===== src/rtl/ram_uart_gonderici_if.sv =====
// RAM read port and UART TX register port between the image sender and its neighbours.
// The master drives address/enable and the TX strobe; the slave returns read data and TX status.
interface ram_uart_gonderici_if #(
    parameter int A = 17,
    parameter int V = 8
);
    logic         ram_en_o;
    logic         ram_we_o;
    logic [A-1:0] ram_addr_o;
    logic [V-1:0] ram_data_i;
    logic         tx_active_o;
    logic         tx_wenable_o;
    logic [7:0]   tx_wdata_o;
    logic         tx_full_i;
    logic         tx_sent_i;

    modport master (
        output ram_en_o, ram_we_o, ram_addr_o,
        input  ram_data_i,
        output tx_active_o, tx_wenable_o, tx_wdata_o,
        input  tx_full_i, tx_sent_i
    );

    modport slave (
        input  ram_en_o, ram_we_o, ram_addr_o,
        output ram_data_i,
        input  tx_active_o, tx_wenable_o, tx_wdata_o,
        output tx_full_i, tx_sent_i
    );
endinterface


===== src/rtl/ram_uart_gonderici.sv =====
// Streams DEGER bytes from the output RAM into the UART TX FIFO, one byte per "sent" pulse,
// optionally followed by an 8-bit additive checksum; 3 cycles from start to first strobe.
module ram_uart_gonderici #(
    parameter int DEGER       = 76800,
    parameter int A           = 17,
    parameter int V           = 8,
    parameter int CHECKSUM_EN = 1
) (
    input  logic                 clk_i,
    input  logic                 rstn_i,
    input  logic                 start_i,
    ram_uart_gonderici_if.master bus,
    output logic                 busy_o,
    output logic                 done_o,
    output logic [A:0]           sent_count_o,
    output logic [7:0]           checksum_o
);
    typedef enum logic [2:0] {
        IDLE, READ, CAPTURE, LOAD, SENT_WAIT, CSUM, DONE
    } state_t;

    localparam logic [A:0]   DEGER_W  = (A+1)'(DEGER);
    localparam logic [A:0]   CNT_ONE  = (A+1)'(1);
    localparam logic [A-1:0] ADDR_ONE = A'(1);

    state_t       state_q, state_d;
    logic [A-1:0] addr_q, addr_d;
    logic [7:0]   wdata_q, wdata_d;
    logic [A:0]   img_cnt_q, img_cnt_d;
    logic [A:0]   sent_q, sent_d;
    logic [7:0]   csum_q, csum_d;
    logic         csum_phase_q, csum_phase_d;
    logic         wenable;

    always_ff @(posedge clk_i) begin
        if (!rstn_i) begin
            state_q      <= IDLE;
            addr_q       <= '0;
            wdata_q      <= '0;
            img_cnt_q    <= '0;
            sent_q       <= '0;
            csum_q       <= '0;
            csum_phase_q <= 1'b0;
        end else begin
            state_q      <= state_d;
            addr_q       <= addr_d;
            wdata_q      <= wdata_d;
            img_cnt_q    <= img_cnt_d;
            sent_q       <= sent_d;
            csum_q       <= csum_d;
            csum_phase_q <= csum_phase_d;
        end
    end

    always_comb begin
        state_d      = state_q;
        addr_d       = addr_q;
        wdata_d      = wdata_q;
        img_cnt_d    = img_cnt_q;
        sent_d       = sent_q;
        csum_d       = csum_q;
        csum_phase_d = csum_phase_q;
        wenable      = 1'b0;
        case (state_q)
            IDLE, DONE: begin
                if (start_i) begin
                    state_d      = READ;
                    addr_d       = '0;
                    img_cnt_d    = '0;
                    sent_d       = '0;
                    csum_d       = '0;
                    csum_phase_d = 1'b0;
                end
            end
            READ:    state_d = CAPTURE;
            CAPTURE: begin
                wdata_d = bus.ram_data_i[7:0];
                state_d = LOAD;
            end
            LOAD: begin
                if (!bus.tx_full_i) begin
                    wenable = 1'b1;
                    state_d = SENT_WAIT;
                end
            end
            SENT_WAIT: begin
                if (bus.tx_sent_i) begin
                    sent_d = sent_q + CNT_ONE;
                    if (csum_phase_q) begin
                        state_d = DONE;
                    end else begin
                        csum_d    = csum_q + wdata_q;
                        img_cnt_d = img_cnt_q + CNT_ONE;
                        // Address only advances while more image bytes remain, so it stops at DEGER-1.
                        if (img_cnt_d < DEGER_W) begin
                            addr_d  = addr_q + ADDR_ONE;
                            state_d = READ;
                        end else if (CHECKSUM_EN != 0) begin
                            state_d = CSUM;
                        end else begin
                            state_d = DONE;
                        end
                    end
                end
            end
            CSUM: begin
                wdata_d      = csum_q;
                csum_phase_d = 1'b1;
                state_d      = LOAD;
            end
            default: state_d = IDLE;
        endcase
    end

    assign busy_o           = (state_q != IDLE) && (state_q != DONE);
    assign done_o           = (state_q == DONE);
    assign sent_count_o     = sent_q;
    assign checksum_o       = csum_q;
    assign bus.ram_en_o     = busy_o;
    assign bus.ram_we_o     = 1'b0;
    assign bus.ram_addr_o   = addr_q;
    assign bus.tx_active_o  = busy_o;
    assign bus.tx_wenable_o = wenable;
    assign bus.tx_wdata_o   = wdata_q;
endmodule


===== src/flat_wrapper.sv =====
// flat-port wrapper written by rule: the top's interface ports become plain ports
module ram_uart_gonderici_flat 
#(
    parameter int DEGER       = 76800,
    parameter int A           = 17,
    parameter int V           = 8,
    parameter int CHECKSUM_EN = 1
)
  (clk_i, rstn_i, start_i, busy_o, done_o, sent_count_o, checksum_o, bus_ram_en_o, bus_ram_we_o, bus_ram_addr_o, bus_ram_data_i, bus_tx_active_o, bus_tx_wenable_o, bus_tx_wdata_o, bus_tx_full_i, bus_tx_sent_i);
  ram_uart_gonderici_if #(.A(A), .V(V)) bus_i ();
  input  logic clk_i;
  input  logic rstn_i;
  input  logic start_i;
  output logic busy_o;
  output logic done_o;
  output logic [A:0] sent_count_o;
  output logic [7:0] checksum_o;
  output wire logic [$bits(bus_i.ram_en_o)-1:0] bus_ram_en_o;
  output wire logic [$bits(bus_i.ram_we_o)-1:0] bus_ram_we_o;
  output wire logic [$bits(bus_i.ram_addr_o)-1:0] bus_ram_addr_o;
  input wire logic [$bits(bus_i.ram_data_i)-1:0] bus_ram_data_i;
  output wire logic [$bits(bus_i.tx_active_o)-1:0] bus_tx_active_o;
  output wire logic [$bits(bus_i.tx_wenable_o)-1:0] bus_tx_wenable_o;
  output wire logic [$bits(bus_i.tx_wdata_o)-1:0] bus_tx_wdata_o;
  input wire logic [$bits(bus_i.tx_full_i)-1:0] bus_tx_full_i;
  input wire logic [$bits(bus_i.tx_sent_i)-1:0] bus_tx_sent_i;
  assign bus_ram_en_o = bus_i.ram_en_o;
  assign bus_ram_we_o = bus_i.ram_we_o;
  assign bus_ram_addr_o = bus_i.ram_addr_o;
  assign bus_i.ram_data_i = bus_ram_data_i;
  assign bus_tx_active_o = bus_i.tx_active_o;
  assign bus_tx_wenable_o = bus_i.tx_wenable_o;
  assign bus_tx_wdata_o = bus_i.tx_wdata_o;
  assign bus_i.tx_full_i = bus_tx_full_i;
  assign bus_i.tx_sent_i = bus_tx_sent_i;
  ram_uart_gonderici #(.DEGER(DEGER), .A(A), .V(V), .CHECKSUM_EN(CHECKSUM_EN)) u_core (.clk_i(clk_i), .rstn_i(rstn_i), .start_i(start_i), .bus(bus_i), .busy_o(busy_o), .done_o(done_o), .sent_count_o(sent_count_o), .checksum_o(checksum_o));
endmodule

===== config.mk =====
export PLATFORM = sky130hd
export DESIGN_NAME = ram_uart_gonderici_flat
export DESIGN_NICKNAME = d
export VERILOG_FILES = /design/src/rtl/ram_uart_gonderici_if.sv /design/src/rtl/ram_uart_gonderici.sv /design/src/flat_wrapper.sv
export SDC_FILE = /design/constraint.sdc
export NUM_CORES = 1
export LEC_CHECK = 0
export CAP_MARGIN = 25
export CORE_ASPECT_RATIO = 1.25
export CORE_MARGIN = 2
export CORE_UTILIZATION = 45
export DETAILED_ROUTE_END_ITERATION = 7
export PLACE_DENSITY = 0.79
export RECOVER_POWER = 100
export SLEW_MARGIN = 30
export SYNTH_ARGS = -nofsm -noshare
export SYNTH_HDL_FRONTEND = slang
export SYNTH_SLANG_ARGS = --single-unit

===== constraint.sdc =====
create_clock -name clk_i -period 3.4 [get_ports clk_i]
set_input_delay 0.68 -clock clk_i [delete_from_list [all_inputs] [get_ports clk_i]]
set_output_delay 0.68 -clock clk_i [all_outputs]
set_load 0.03 [all_outputs]

==> impl_metrics.toml <==
[synth]
seq_area_frac_synth_pct = 35.59
async_reset_ff_share_pct = 0
synth_nets = 512
synthDistinctLibCells = 65
syn_area_per_cell_um2 = 8.415
synth-seq-cells = 73
synth_edf_count = 0
ys_warn_count = 0
synth_ff_type = "dfxtp_1"
synth_cells = 488
synth_area_mm2 = 0.004106

[detailed_routing]
drt-total-wl_mm = 9.731
drc = 0
viasPerCell = 5.706
wire_per_inst_um = 14.46
dr.first_iter.drc_count = 168
firstDrtPassIters = 4
drtAntennaViolNets = 0
via_count = 3840

[clocking]
cts_max_level = 3
worstSkewPairLatency_ns = 0.33
clk_root_buffer_cell = "clkbuf_16"
cts_buffers = 9
clk_pin_slew_ns = 0.05
ctsLongestPathBuffers = 2
ctsHoldBuffers = 0
post_cts_buffers = 0
cts_tree = "yes"
cts_resized = 0
clock_sinks = 73

[sta]
period_share_pct = 83.60
max_freq_ghz = 0.3518
fin_crit_ns = 2.842
clock_skew_ns = 0.003177
fin_setup_tns_ns = 0
final_max_slew_viol_count = 0
setup_viol = 0
layout_setup_ws_ns = 0.5575
holdWs_ns = 0.4970
rsz0062_at_grt = "false"
slew_headroom_pct = 59.33
hold_viol = 0
tightest_slew_ns = 0.6100

[worst_hold_path]
hp-class = "flip-flop to flip-flop"

[layout]
drive_above_1_share_pct = 7.455
final_util_pct = 56.31
antenna_cells = 0
area_growth_pct = 23.80
multi_input_comb_area_mm2 = 0.002404
fin_nets = 570
regArea_mm2 = 0.001461
fillers = 806

[global_route]
use_met2_pct = 33.78
antenna_found_initial = 0
met1_usage_pct = 24.82
grt_overflow_total = 0
grt_pass1_wl_mm = 16.37
grt_max_degree = 31
grt_util_met3_pct = 2.829
grt_use_total_pct = 20.41
first_global_vias = 3654
busiest_layer = "met2"

[floorplan]
die_area_mm2 = 0.009910
ioPinCount = 70
coreArea_mm2 = 0.009027
initial_core_util_pct = 45.49
num_rows = 39
fp.dieH_um = 110.8
die_x_um = 89.44

[critical_path]
worst_ep_arrival_time_ns = 3.11
path_class = "flip-flop to flip-flop"
end_kind = "flip-flop"
worstPathMaxFanout = 30
crit_required_ns = 3.66
critPathLaunchType = "flip-flop"

[power_and_ir_drop]
irDropWorstVdd_mv = 0.2547
leakagePower_nw = 2.016
power.density_mw_per_mm2 = 404.8
finalPower_w = 0.002058

[outcome]
outcome = "finished, final reports clean"

[place]
dp_hpwl_mm = 6.805
gp_congestion = 0.8853
io_buffers = 68
pre_cts_ws_ns = 0.4654

[flow_run]
max_cap_viol_count = 0
-- power by group --
part | switching (W) | internal [W]
logic | 0.000143 | 0.0000790
registers | 0.0000236 | 0.000871
clock network | 0.000340 | 0.000601
-- metal layers --
metal | routed length, µm | part of all wire, % | up-vias
li1 | - | - | 1904
met1 | 4218 | 43 | 1857
met2 | 5037 | 52 | 64
met3 | 291 | 3.0 | 15
met4 | 184 | 1.9 | 0
met5 | 0 | 0 | -
-- logic make-up after synthesis --
family                   synth area share, %
other                                0.09132
flip-flops                             35.59
adder cells (fa/ha/maj)                3.534
AND/OR/NAND/NOR                        27.51
AO/OA/AOI/OAI                          17.86
XOR/XNOR                               6.612
buffers and inverters                  5.759
multiplexers                           3.047
-- worst paths after layout --
| kind | cells after the start | end | startpoint | slack, ns |
|---|---|---|---|---|
| max | 9 | u_core.bus.ram_addr_o[6]$_SDFFE_PN0P_ | u_core.img_cnt_q[0]$_SDFFE_PN0P_ | 0.56 |
| min | 2 | u_core.bus.ram_addr_o[16]$_SDFFE_PN0P_ | u_core.bus.ram_addr_o[16]$_SDFFE_PN0P_ | 0.50 |
| max reg2reg | 9 | u_core.bus.ram_addr_o[6]$_SDFFE_PN0P_ | u_core.img_cnt_q[0]$_SDFFE_PN0P_ | 0.56 |
| min reg2reg | 2 | u_core.bus.ram_addr_o[16]$_SDFFE_PN0P_ | u_core.bus.ram_addr_o[16]$_SDFFE_PN0P_ | 0.50 |
-- cells in the final DEF (no fill, tap or decap), types with 2 or more instances in the layout --
cell type	count
or3_1	6
nor4_1	3
a2111oi_0	2
ha_1	10
xor2_1	18
mux2i_1	11
nor2_1	66
clkdlybuf4s50_1	11
a22oi_1	11
nand2_1	37
o21bai_1	2
nand3_1	24
and2_1	3
clkinv_2	2
and3_1	12
o21ai_0	17
nor3_1	11
a31oi_1	16
clkbuf_8	2
buf_4	6
nand4_4	2
a21oi_1	21
inv_1	9
o211ai_1	13
and2_0	2
or4_1	14
a21o_1	3
and3_2	4
nor3b_1	4
dfxtp_1	73
nand2b_1	3
dlygate4sd3_1	57
clkbuf_16	9
xnor2_1	13
a211oi_1	9
or2_2	4
and4_2	2
o21ai_2	2
nand4_1	8
-- critical path, stage by stage, from the launching register on --
cell,delay (ns)
dfxtp_1,0.45
ha_1,0.37
nand2_1,0.14
nor4_4,0.30
nand4_1,0.17
a22oi_1,0.33
o21ai_2,0.08
buf_4,0.22
or4_1,0.54
a31oi_1,0.17
-- cells in the mapped netlist (6+ instances only) --
master	instances	area [µm²]
a211oi_1	9	67.56
a21oi_1	21	105.1
a22oi_1	10	75.07
a31oi_1	16	100.1
and3_1	12	75.07
clkbuf_1	15	56.30
dfxtp_1	73	1461
ha_1	10	125.1
inv_1	9	33.78
mux2i_1	11	110.1
nand2_1	37	138.9
nand3_1	24	120.1
nand4_1	8	50.05
nor2_1	66	247.7
nor3_1	11	55.05
o211ai_1	13	97.59
o21ai_0	16	80.08
or3_1	6	37.54
or4_1	14	105.1
xnor2_1	13	113.9
xor2_1	18	157.7
-- final cells by class --
type | count | area share (%)
multi-input combinational | 377 | 47.28
tap | 123 | 3.027
inverter | 10 | 0.7384
clock buffer | 12 | 5.046
clock inverter | 3 | 0.7876
sequential | 73 | 28.75
timing repair buffer | 75 | 14.37
-- registers in the layout (all words and copies together), names as in the netlist --
name and flops:
u_core.bus.ram_addr_o 17, u_core.img_cnt_q 18, u_core.sent_count_o 18, u_core.csum_phase_q 1, u_core.state_q 3, u_core.bus.tx_wdata_o 8
u_core.checksum_o 8
-- metrics by stage --
| stage | cell area [µm²] | instances |
|---|---|---|
| 6_report | 5084 | 673 |
| 2_1_floorplan | 4106 | 488 |
| 3_3_place_gp | 4800 | 658 |
| 4_1_cts | 5096 | 673 |
| 5_1_grt | 5084 | 673 |
| 3_5_place_dp | 4800 | 658 |
Power figures use the tool's default switching activity.
